### config.mk
export PLATFORM = sky130hd
export DESIGN_NAME = inst_mem_resp
export DESIGN_NICKNAME = d
export VERILOG_FILES = /design/src/rtl/inst_mem_resp.sv
export SDC_FILE = /design/constraint.sdc
export NUM_CORES = 1
export LEC_CHECK = 0
export ABC_AREA = 1
export CORE_MARGIN = 5
export CORE_UTILIZATION = 37
export DETAILED_ROUTE_END_ITERATION = 6
export PLACE_DENSITY_LB_ADDON = 0.1
export REMOVE_ABC_BUFFERS = 1
export SYNTH_ARGS = -nofsm -noshare
export SYNTH_HDL_FRONTEND = slang
export SYNTH_SLANG_ARGS = --single-unit
### constraint.sdc
create_clock -name clk -period 1.7 [get_ports clk]
set_clock_uncertainty 0.1 [all_clocks]
set_input_delay 0.34 -clock clk [delete_from_list [all_inputs] [get_ports clk]]
set_output_delay 0.34 -clock clk [all_outputs]
set_load 0.05 [all_outputs]
### src/rtl/inst_mem_resp.sv
// Instruction fetch front end: one request in flight to a 1-cycle RAM, results land in a 2-entry in-order FIFO.
// Accept-to-resp_valid is 2 edges; req_ready drops once the FIFO plus in-flight slot hold two responses.
module inst_mem_resp #(
  parameter logic [63:0] PC_START = 64'h0000_0000_8000_0000
) (
  input  logic        clk,
  input  logic        rst,
  input  logic        req_valid,
  output logic        req_ready,
  input  logic [63:0] req_addr,
  output logic        resp_valid,
  input  logic        resp_ready,
  output logic [31:0] resp_inst,
  output logic        resp_err,
  output logic        ram_en,
  output logic [63:0] ram_ridx,
  input  logic [63:0] ram_rdata
);

  logic        s1_vld_q, s1_vld_d;
  logic        s1_hi_q, s1_hi_d;
  logic        s1_err_q, s1_err_d;

  logic [31:0] ent_inst_q [2];
  logic [31:0] ent_inst_d [2];
  logic [1:0]  ent_err_q, ent_err_d;
  logic        wr_ptr_q, wr_ptr_d;
  logic        rd_ptr_q, rd_ptr_d;
  logic [1:0]  count_q, count_d;

  logic        legal;
  logic        accept;
  logic        push;
  logic        pop;
  logic [31:0] push_inst;

  always_comb begin
    legal     = (req_addr[1:0] == 2'b00) && (req_addr >= PC_START);
    // Occupancy counts the in-flight slot so a response always has a FIFO entry waiting for it.
    req_ready = ({1'b0, count_q} + {2'b00, s1_vld_q}) < 3'd2;
    accept    = req_valid && req_ready && !rst;
    ram_en    = accept && legal;
    ram_ridx  = ram_en ? ((req_addr - PC_START) >> 3) : 64'h0;

    s1_vld_d  = accept;
    s1_hi_d   = req_addr[2];
    s1_err_d  = !legal;

    resp_valid = (count_q != 2'd0);
    resp_inst  = resp_valid ? ent_inst_q[rd_ptr_q] : 32'h0;
    resp_err   = resp_valid ? ent_err_q[rd_ptr_q] : 1'b0;

    push      = s1_vld_q;
    pop       = resp_valid && resp_ready;
    push_inst = s1_err_q ? 32'h0 : (s1_hi_q ? ram_rdata[63:32] : ram_rdata[31:0]);

    ent_inst_d = ent_inst_q;
    ent_err_d  = ent_err_q;
    wr_ptr_d   = wr_ptr_q;
    rd_ptr_d   = rd_ptr_q;
    if (push) begin
      ent_inst_d[wr_ptr_q] = push_inst;
      ent_err_d[wr_ptr_q]  = s1_err_q;
      wr_ptr_d             = wr_ptr_q + 1'b1;
    end
    if (pop) begin
      rd_ptr_d = rd_ptr_q + 1'b1;
    end

    case ({push, pop})
      2'b10:   count_d = count_q + 2'd1;
      2'b01:   count_d = count_q - 2'd1;
      default: count_d = count_q;
    endcase
  end

  always_ff @(posedge clk) begin
    if (rst) begin
      s1_vld_q      <= 1'b0;
      s1_hi_q       <= 1'b0;
      s1_err_q      <= 1'b0;
      ent_inst_q[0] <= 32'h0;
      ent_inst_q[1] <= 32'h0;
      ent_err_q     <= 2'b00;
      wr_ptr_q      <= 1'b0;
      rd_ptr_q      <= 1'b0;
      count_q       <= 2'd0;
    end else begin
      s1_vld_q      <= s1_vld_d;
      s1_hi_q       <= s1_hi_d;
      s1_err_q      <= s1_err_d;
      ent_inst_q[0] <= ent_inst_d[0];
      ent_inst_q[1] <= ent_inst_d[1];
      ent_err_q     <= ent_err_d;
      wr_ptr_q      <= wr_ptr_d;
      rd_ptr_q      <= rd_ptr_d;
      count_q       <= count_d;
    end
  end

endmodule
==> results.yml, run 1 <==
synth:
  synth_area_leaders: "dfxtp_1 32%, nor2_1 15%, o21ai_0 11%"
  synth_top_family_by_area: "simple AND/OR/NAND/NOR gates"
  synth_top_area_frac: 0.317
  ys_ff_latch: 73
  ys_seq_area_frac: 0.317
  synth_cell_type_count: 24
  yosys.area_share.simple: 0.267
  synth_compound_area_frac: 0.251
  async_flop_share: 0
  synth-edff-count: 0
  synth_warnings: 0
  ys.flop_type: "dfxtp_1"
  yosys.area.top_type: "dfxtp_1"
  synth_xor_area_frac: 0.0285
  synthAdderAreaFrac: 0.00542
  syn-instance-count: 755
  synth_common_cells: "186 x nor2_1, 103 x o21ai_0, 92 x inv_1"
  synthesis.area_mm2: 0.00461
  synth_most_common_cell: "nor2_1"
  synth_mux_area_frac: 0
  syn_area_per_cell_um2: 6.11
hold_path:
  min-delay-start: "rst"
  hold_class: "input pin to flop"
critical_path:
  path_class: "input pin to primary output"
  cp.required_ps: 1260
  start_kind: "input pin"
  reg2reg_from: "s1_hi_q$_SDFF_PP0_"
  cp.arrival_ps: 1850
  cp_max_fo: 3
  crit_path_start: "req_addr[46]"
  end_kind: "primary output"
layout:
  drive_gt1_frac: 0.455
  multi_input_area_mm2: 0.00374
  nNetsFinal: 1227
  syn_to_final_growth_pct: 138
  num_antenna_cells: 0
  regArea_mm2: 0.00147
  fillCellCount: 501
global_route:
  grt_pass1_vias: 6889
  overflow: 0
  grt_pass1_wl_um: 35100
  antenna_found_initial: 0
  grt_usage: 0.297
  grt_start_max_net_pins: 67
power:
  powerDensity_mw_per_mm2: 728
  total_power_mw: 7.98
  p_sw_mw: 2.94
  power_switching_share: 0.368
  p_int_mw: 5.04
  leakagePower_nw: 4.28
  pwr-share-clk: 0.267
  peakVddDrop_mv: 0.594
  seqPwrFrac: 0.244
  comb_power_share: 0.489
clock_tree:
  path_clk_slew_ps: 60
  root_buffer: "clkbuf_16"
  numCtsBuffers: 9
  cts_tree: "done"
  clk_latency_ps: 330
  h-tree-depth: 3
  clockBufferDepth: 2
  cts.sinks: 73
timing:
  period_needed_ps: 2290
  finalSetupViolCount: 107
  hold_viol: 0
  holdWs_ps: 327
  max_freq_ghz: 0.436
  rsz0062_at_grt: "yes"
  slew_viol_final: 0
  fin_crit_sh: 1.35
  layout_setup_ws_ps: -594
detailed_routing:
  drt_pass1_iterations: 6
  via_count: 7023
  drt-total-wl_um: 27400
  viasPerCell: 5.55
  post_drt_wl_per_cell_um: 21.6
  drt_iter0_drc: 632
  ant_nets: 0
  drc: 0
floorplanning:
  core_area_mm2: 0.0121
  rows: 40
  die_area_mm2: 0.0148
  dieHeight_um: 122
  start_util: 0.381
  die_w_um: 122
  ios: 232
run_status:
  outcome: "finished with violations"
  violations: "setup timing"
placement:
  place_congestion: 0.978
  port_buffers: 228
  post-place-ws_ps: -997
  hpwlAfterDp_um: 14400
job:
  maxCapViolations: 0
[stage by stage]
step / instance area (µm²) / instances / setup TNS, ps / util
6_report: 11000 / 1266 / -42380 / 0.906
5_1_grt: 11000 / 1266 / -46900 / 0.906
4_1_cts: 10500 / 1254 / -35730 / 0.864
3_5_place_dp: 8650 / 1199 / -62130 / 0.714
3_3_place_gp: 8650 / 1199 / -61130 / 0.714
2_1_floorplan: 4370 / 710 / -135730 / -
[path summary, 6_finish.rpt]
path | cells after the start | to | slack [ps]
worst min register to register | 2 | ent_inst_q[11]$_SDFFE_PP0P_ | 410
worst max-delay path | 11 | ram_ridx[55] | -590
worst min-delay path | 3 | s1_hi_q$_SDFF_PP0_ | 330
worst max register to register | 5 | ent_inst_q[24]$_SDFFE_PP0P_ | -130
[timing repair]
action / in CTS / in global routing
setup buffers: 35 / 16
hold buffers: 0 / 0
gates resized for setup: 442 / 156
gates cloned: 7 / 4
pin swaps: 42 / 34
setup endpoints to repair: 98 / 159
[worst max-delay path: stages]
cell	delay, ps
buf_8	100
nor2_4	110
buf_4	110
buf_4	90
nand2_1	90
nor2_1	310
nand2_1	140
o21bai_1	160
nand2_1	100
nor2_4	140
buf_12	150
[flip-flops by register name (all words and copies together), names as in the netlist]
signal / count
wr_ptr_q: 1
push: 1
ent_err_q: 2
count_q: 2
ent_inst_q: 64
s1_err_q: 1
s1_hi_q: 1
rd_ptr_q: 1
[metal layers]
layer	vias to the layer above	share of wire	global-route usage
li1	3117	-	-
met1	3379	0.36	0.318
met2	425	0.51	0.541
met3	102	0.089	0.0970
met4	0	0.045	0.111
met5	-	0	0
[cell type report]
class,instances,share of cell area
clock buffers,10,0.0218
clock inverters,6,0.00867
inverters,93,0.0331
multi-input cells,544,0.341
flip-flops and latches,73,0.134
well taps,168,0.0192
repair buffers,371,0.441
repair inverters,1,0.000684
[placed cells by master (no fill, tap or decap), drive strengths merged]
| cell type | n |
|---|---|
| conb | 3 |
| ha | 2 |
| nand2 | 88 |
| clkdlybuf4s15 | 4 |
| clkdlybuf4s50 | 94 |
| nand4 | 8 |
| o22ai | 33 |
| o21ai | 103 |
| a21oi | 71 |
| clkinvlp | 2 |
| clkbuf | 29 |
| inv | 95 |
| dfxtp | 73 |
| xor2 | 10 |
| nor3 | 1 |
| bufinv | 2 |
| buf | 250 |
| nand3 | 8 |
| nor2 | 201 |
| clkinv | 1 |
| o21bai | 11 |
| xnor2 | 5 |
| dlygate4sd2 | 4 |
[power by group through the flow]
stage,Sequential [mW],Clock [mW],Combinational [mW]
floorplan,1.96,0,1.09
detailed placement,1.92,0,2.66
finish,1.94,2.13,3.90
global route,1.96,2.21,4.04
global placement,1.92,0,2.63
CTS,1.90,2.13,3.54
[logic make-up after synthesis]
group | count (synthesis)
and+or+nand+nor | 306
AOI/OAI and AO/OA | 218
buffers and inverters | 140
DFF | 73
xor gates and xnor gates | 15
adders and majority gates | 2
other | 1
Note: power is estimated with default switching activity, not from simulation.
==> run 2, diff against run 1 <==
CORE_ASPECT_RATIO = 1.2   (was default)
==> results.yml, run 2 (synthesis results as in run 1) <==
layout:
  drive_gt1_frac: 0.484
  fin_util: 0.911
  fin_cells: 1257
  fin_area_mm2: 0.0111
  top_regs: "ent_inst_q x64, count_q x2, ent_err_q x2"
  largest_reg_flops: 64
  num_antenna_cells: 0
  final_common_cell: "buf_12"
  syn_to_final_growth_pct: 140
  mostFrequentLayoutCells: "97 x buf_12, 96 x nor2_4, 96 x buf_4"
  nNetsFinal: 1225
  regMostFlops: "ent_inst_q"
job:
  maxCapViolations: 0
clock_tree:
  numCtsBuffers: 9
  h-tree-depth: 3
  root_buffer: "clkbuf_16"
  path_clk_slew_ps: 60
  cts.sinks: 73
  clk_latency_ps: 340
  clockBufferDepth: 2
  cts_tree: "done"
timing:
  worst_slew_pin_slew_ps: 508
  slew_viol_final: 0
  max_freq_ghz: 0.439
  layout_setup_ws_ps: -577
  holdWs_ps: 218
  finalSetupTns_ps: -46040
  finalSetupViolCount: 101
  rsz0062_at_grt: "yes"
  slew_headroom: 0.658
  period_needed_ps: 2280
  hold_viol: 0
  fin_crit_sh: 1.34
critical_path:
  crit_chain: "buf_2, nor2_4, inv_2, nor2_2, nand2_2, nor2_2, nand2_2, nand3_4, buf_12, buf_12, nor2_4, buf_12"
  cp.required_ps: 1260
  crit_path_top_delay_cell: "nor2_2"
  path_class: "input pin to primary output"
  cp.arrival_ps: 1840
  path_buf_inv: 5
  critPathMaxStageDelay_ps: 170
  end_kind: "primary output"
  worst_path_dominant_cell_family: "simple AND/OR/NAND/NOR gates"
  cp_max_fo: 8
  critical_path.most_common_cell: "buf_12"
  start_kind: "input pin"
floorplanning:
  start_util: 0.379
  ios: 232
  dieHeight_um: 132
  core_area_mm2: 0.0122
  die_w_um: 112
  rows: 44
  die_area_mm2: 0.0148
detailed_routing:
  ant_nets: 0
  post_drt_wl_per_cell_um: 22.3
  viasPerCell: 5.64
  drc: 0
  drt_iter0_drc: 525
  drt_pass1_iterations: 5
  via_count: 7085
  drt-total-wl_um: 28100
global_route:
  antenna_found_initial: 0
  grt_start_max_net_pins: 45
  grt_pass1_wl_um: 35600
  overflow: 0
  grt_usage: 0.293
  grt_pass1_vias: 7091
power:
  leakagePower_nw: 4.30
  powerDensity_mw_per_mm2: 724
  peakVddDrop_mv: 0.635
  total_power_mw: 8.02
placement:
  port_buffers: 228
  dpl_cell_area_mm2: 0.00860
  dp.cells: 1188
  place_congestion: 0.915
  hpwlAfterDp_um: 13300
  post-place-ws_ps: -871
run_status:
  violations: "setup timing"
  outcome: "finished with violations"
hold_path:
  hold_class: "input pin to flop"
==> run 2: cell count changes in the layout (fill, tap and decap cells not counted), sizes merged <==
cell           previous run  this run
clkbuf                   29        39
clkinv                    1         0
clkdlybuf4s15             4         0
dlygate4sd2               4         3
inv                      95        92
buf                     250       247
==> run 2: cell type report <==
type,instances,area [µm²]
repair buffers,369,4850
multi-input cells,544,3880
flip-flops and latches,73,1470
fillers,479,1080
inverters,93,358
clock buffers,14,264
well taps,161,201
clock inverters,2,60.1
repair inverters,1,7.51
==> run 2: worst min-delay path: cells and delay by family <==
kind	cells	cell delay, ps
buffers and inverters	2	230
and+or+nand+nor	1	40
==> run 2: final timing paths <==
kind / startpoint / to / slack, ps / depth (start not counted)
max: req_addr[60] / ram_ridx[39] / -580 / 12
min: rst / s1_hi_q$_SDFF_PP0_ / 220 / 3
max reg2reg: s1_hi_q$_SDFF_PP0_ / ent_inst_q[53]$_SDFFE_PP0P_ / -50 / 5
min reg2reg: ent_inst_q[4]$_SDFFE_PP0P_ / ent_inst_q[4]$_SDFFE_PP0P_ / 400 / 2
==> run 2: what timing repair did <==
item                                    4_1_cts  5_1_grt
pin swaps                                    38       52
endpoints found under the setup margin       98      165
resized for setup                           462      173
buffers inserted                             38       13
cloned                                        7        5
hold buffers                                  0        0
==> run 2: per-layer routing <==
metal  wire, µm  part of all wire  track usage  up-vias
li1           -                 -            -     3115
met1       9240              0.33        0.299     3348
met2      14500              0.52        0.553      460
met3       2210             0.079       0.0716      162
met4       2110             0.075        0.135        0
met5          0                 0            0        -
==> run 2: power breakdown <==
part / switching (mW) / internal (mW)
Sequential: 0.114 / 1.83
Clock: 0.745 / 1.37
Combinational: 2.09 / 1.88
Total: 2.95 / 5.08
==> run 3, diff against run 2 <==
CORE_UTILIZATION = 25   (was 37)
HOLD_SLACK_MARGIN = 0.02   (was default)
==> results.yml, run 3 (synthesis results as in run 1) <==
layout:
  fin_area_mm2: 0.0111
  top_regs: "ent_inst_q x64, count_q x2, ent_err_q x2"
  syn_to_final_growth_pct: 140
  multi_input_area_mm2: 0.00384
  final_common_cell: "buf_4"
  regMostFlops: "ent_inst_q"
  fin_util: 0.609
  largest_reg_flops: 64
  regArea_mm2: 0.00147
  nNetsFinal: 1235
  mostFrequentLayoutCells: "111 x buf_4, 103 x buf_12, 95 x nor2_4"
  num_antenna_cells: 0
  drive_gt1_frac: 0.482
  fillCellCount: 1559
global_route:
  overflow: 0
  antenna_found_initial: 3
  grt_pass1_vias: 6295
  grt_start_max_net_pins: 53
  grt_pass1_wl_um: 31200
  grt_usage: 0.180
run_status:
  outcome: "finished with violations"
  violations: "setup timing"
detailed_routing:
  drt_pass1_iterations: 4
  post_drt_wl_per_cell_um: 15.3
  ant_nets: 0
  via_count: 6129
  drc: 0
  drt_iter0_drc: 288
  drt-total-wl_um: 20400
  viasPerCell: 4.61
clock_tree:
  clk_latency_ps: 330
  path_clk_slew_ps: 50
  clockBufferDepth: 2
  cts.sinks: 73
  hold_buffers: 0
  cts_tree: "done"
  h-tree-depth: 3
  numCtsBuffers: 9
  root_buffer: "clkbuf_16"
critical_path:
  cp.arrival_ps: 1670
  start_kind: "flop"
  end_kind: "primary output"
  cp_max_fo: 8
  cp.required_ps: 1260
  path_class: "flop to primary output"
power:
  powerDensity_mw_per_mm2: 689
  comb_power_share: 0.491
  leakagePower_nw: 4.32
  pwr-share-clk: 0.256
  p_sw_mw: 2.70
  peakVddDrop_mv: 0.697
  seqPwrFrac: 0.253
  p_int_mw: 4.93
  power_switching_share: 0.354
timing:
  holdWs_ps: 343
  max_freq_ghz: 0.474
  hold_viol: 0
  finalSetupViolCount: 96
  rsz0062_at_grt: "yes"
  slew_viol_final: 0
  period_needed_ps: 2110
  fin_crit_sh: 1.24
  finalSetupTns_ps: -32790
  layout_setup_ws_ps: -410
placement:
  hpwlAfterDp_um: 13900
  port_buffers: 228
  place_congestion: 0.924
  dpl_cell_area_mm2: 0.00878
floorplanning:
  die_area_mm2: 0.0213
  dieHeight_um: 159
  rows: 54
  die_w_um: 134
  ios: 232
  start_util: 0.254
  core_area_mm2: 0.0182
job:
  maxCapViolations: 0
hold_path:
  hold_class: "input pin to flop"
==> run 3: changes by cell type in the layout (fill, tap and decap cells not counted), moves of 6 or more <==
| cell | delta |
|---|---|
| buf_12 | +6 |
| buf_4 | +15 |
| clkbuf_16 | -10 |
| nand2_1 | +8 |
| nand2_2 | -11 |
| o21ai_2 | +6 |
| o21ai_4 | -7 |
==> run 3: layout make-up <==
| type | instances | area share |
|---|---|---|
| Timing Repair Buffer | 380 | 0.434 |
| Multi-Input combinational cell | 544 | 0.347 |
| Sequential cell | 73 | 0.132 |
| Inverter | 93 | 0.0320 |
| Tap cell | 224 | 0.0253 |
| Clock buffer | 12 | 0.0241 |
| Clock inverter | 4 | 0.00452 |
==> run 3: power groups by stage <==
stage | Combinational, mW | Clock (mW) | Sequential [mW]
global route | 3.95 | 2.08 | 1.95
global placement | 2.67 | 0 | 1.92
finish | 3.74 | 1.95 | 1.93
CTS | 3.31 | 2.00 | 1.90
floorplan | 1.09 | 0 | 1.96
detailed placement | 2.67 | 0 | 1.92
==> run 3: worst paths after layout <==
check / from / end / slack, ps / depth (start not counted)
hold / removal: rst / s1_err_q$_SDFF_PP0_ / 340 / 3
setup / recovery: count_q[1]$_SDFFE_PP0P_ / ram_ridx[47] / -410 / 8
hold reg to reg: ent_inst_q[2]$_SDFFE_PP0P_ / ent_inst_q[2]$_SDFFE_PP0P_ / 400 / 2
setup reg to reg: count_q[0]$_SDFFE_PP0P_ / count_q[1]$_SDFFE_PP0P_ / 60 / 11
==> run 3: through the flow <==
step | power, mW | setup slack, ps | instances
2_1_floorplan | 3.05 | -1060 | 710
3_3_place_gp | 4.59 | -920 | 1263
3_5_place_dp | 4.59 | -893 | 1263
4_1_cts | 7.21 | -496 | 1329
5_1_grt | 7.98 | -513 | 1330
6_report | 7.62 | -410 | 1330
==> run 3: worst max-delay path, stage by stage, from the launching register on <==
cell and delay (ps):
dfxtp_2 330, inv_2 80, o21ai_4 70, nor2_4 120, nand3_4 130, buf_8 170
buf_16 160, nor2_4 120, buf_12 140
==> run 3: layer usage <==
layer  part of all wire  track usage  vias up
met4              0.025       0.0579        6
li1                   -            -     3131
met1               0.39        0.200     2761
met3              0.093       0.0801       37
met5             0.0019            0        -
met2               0.49        0.307      194
==> run 3: repair_timing <==
action / 4_1_cts / 5_1_grt
resized for setup: 393 / 207
setup endpoints to repair: 97 / 99
pin swaps: 51 / 57
buffers inserted: 43 / 12
gates cloned: 9 / 2
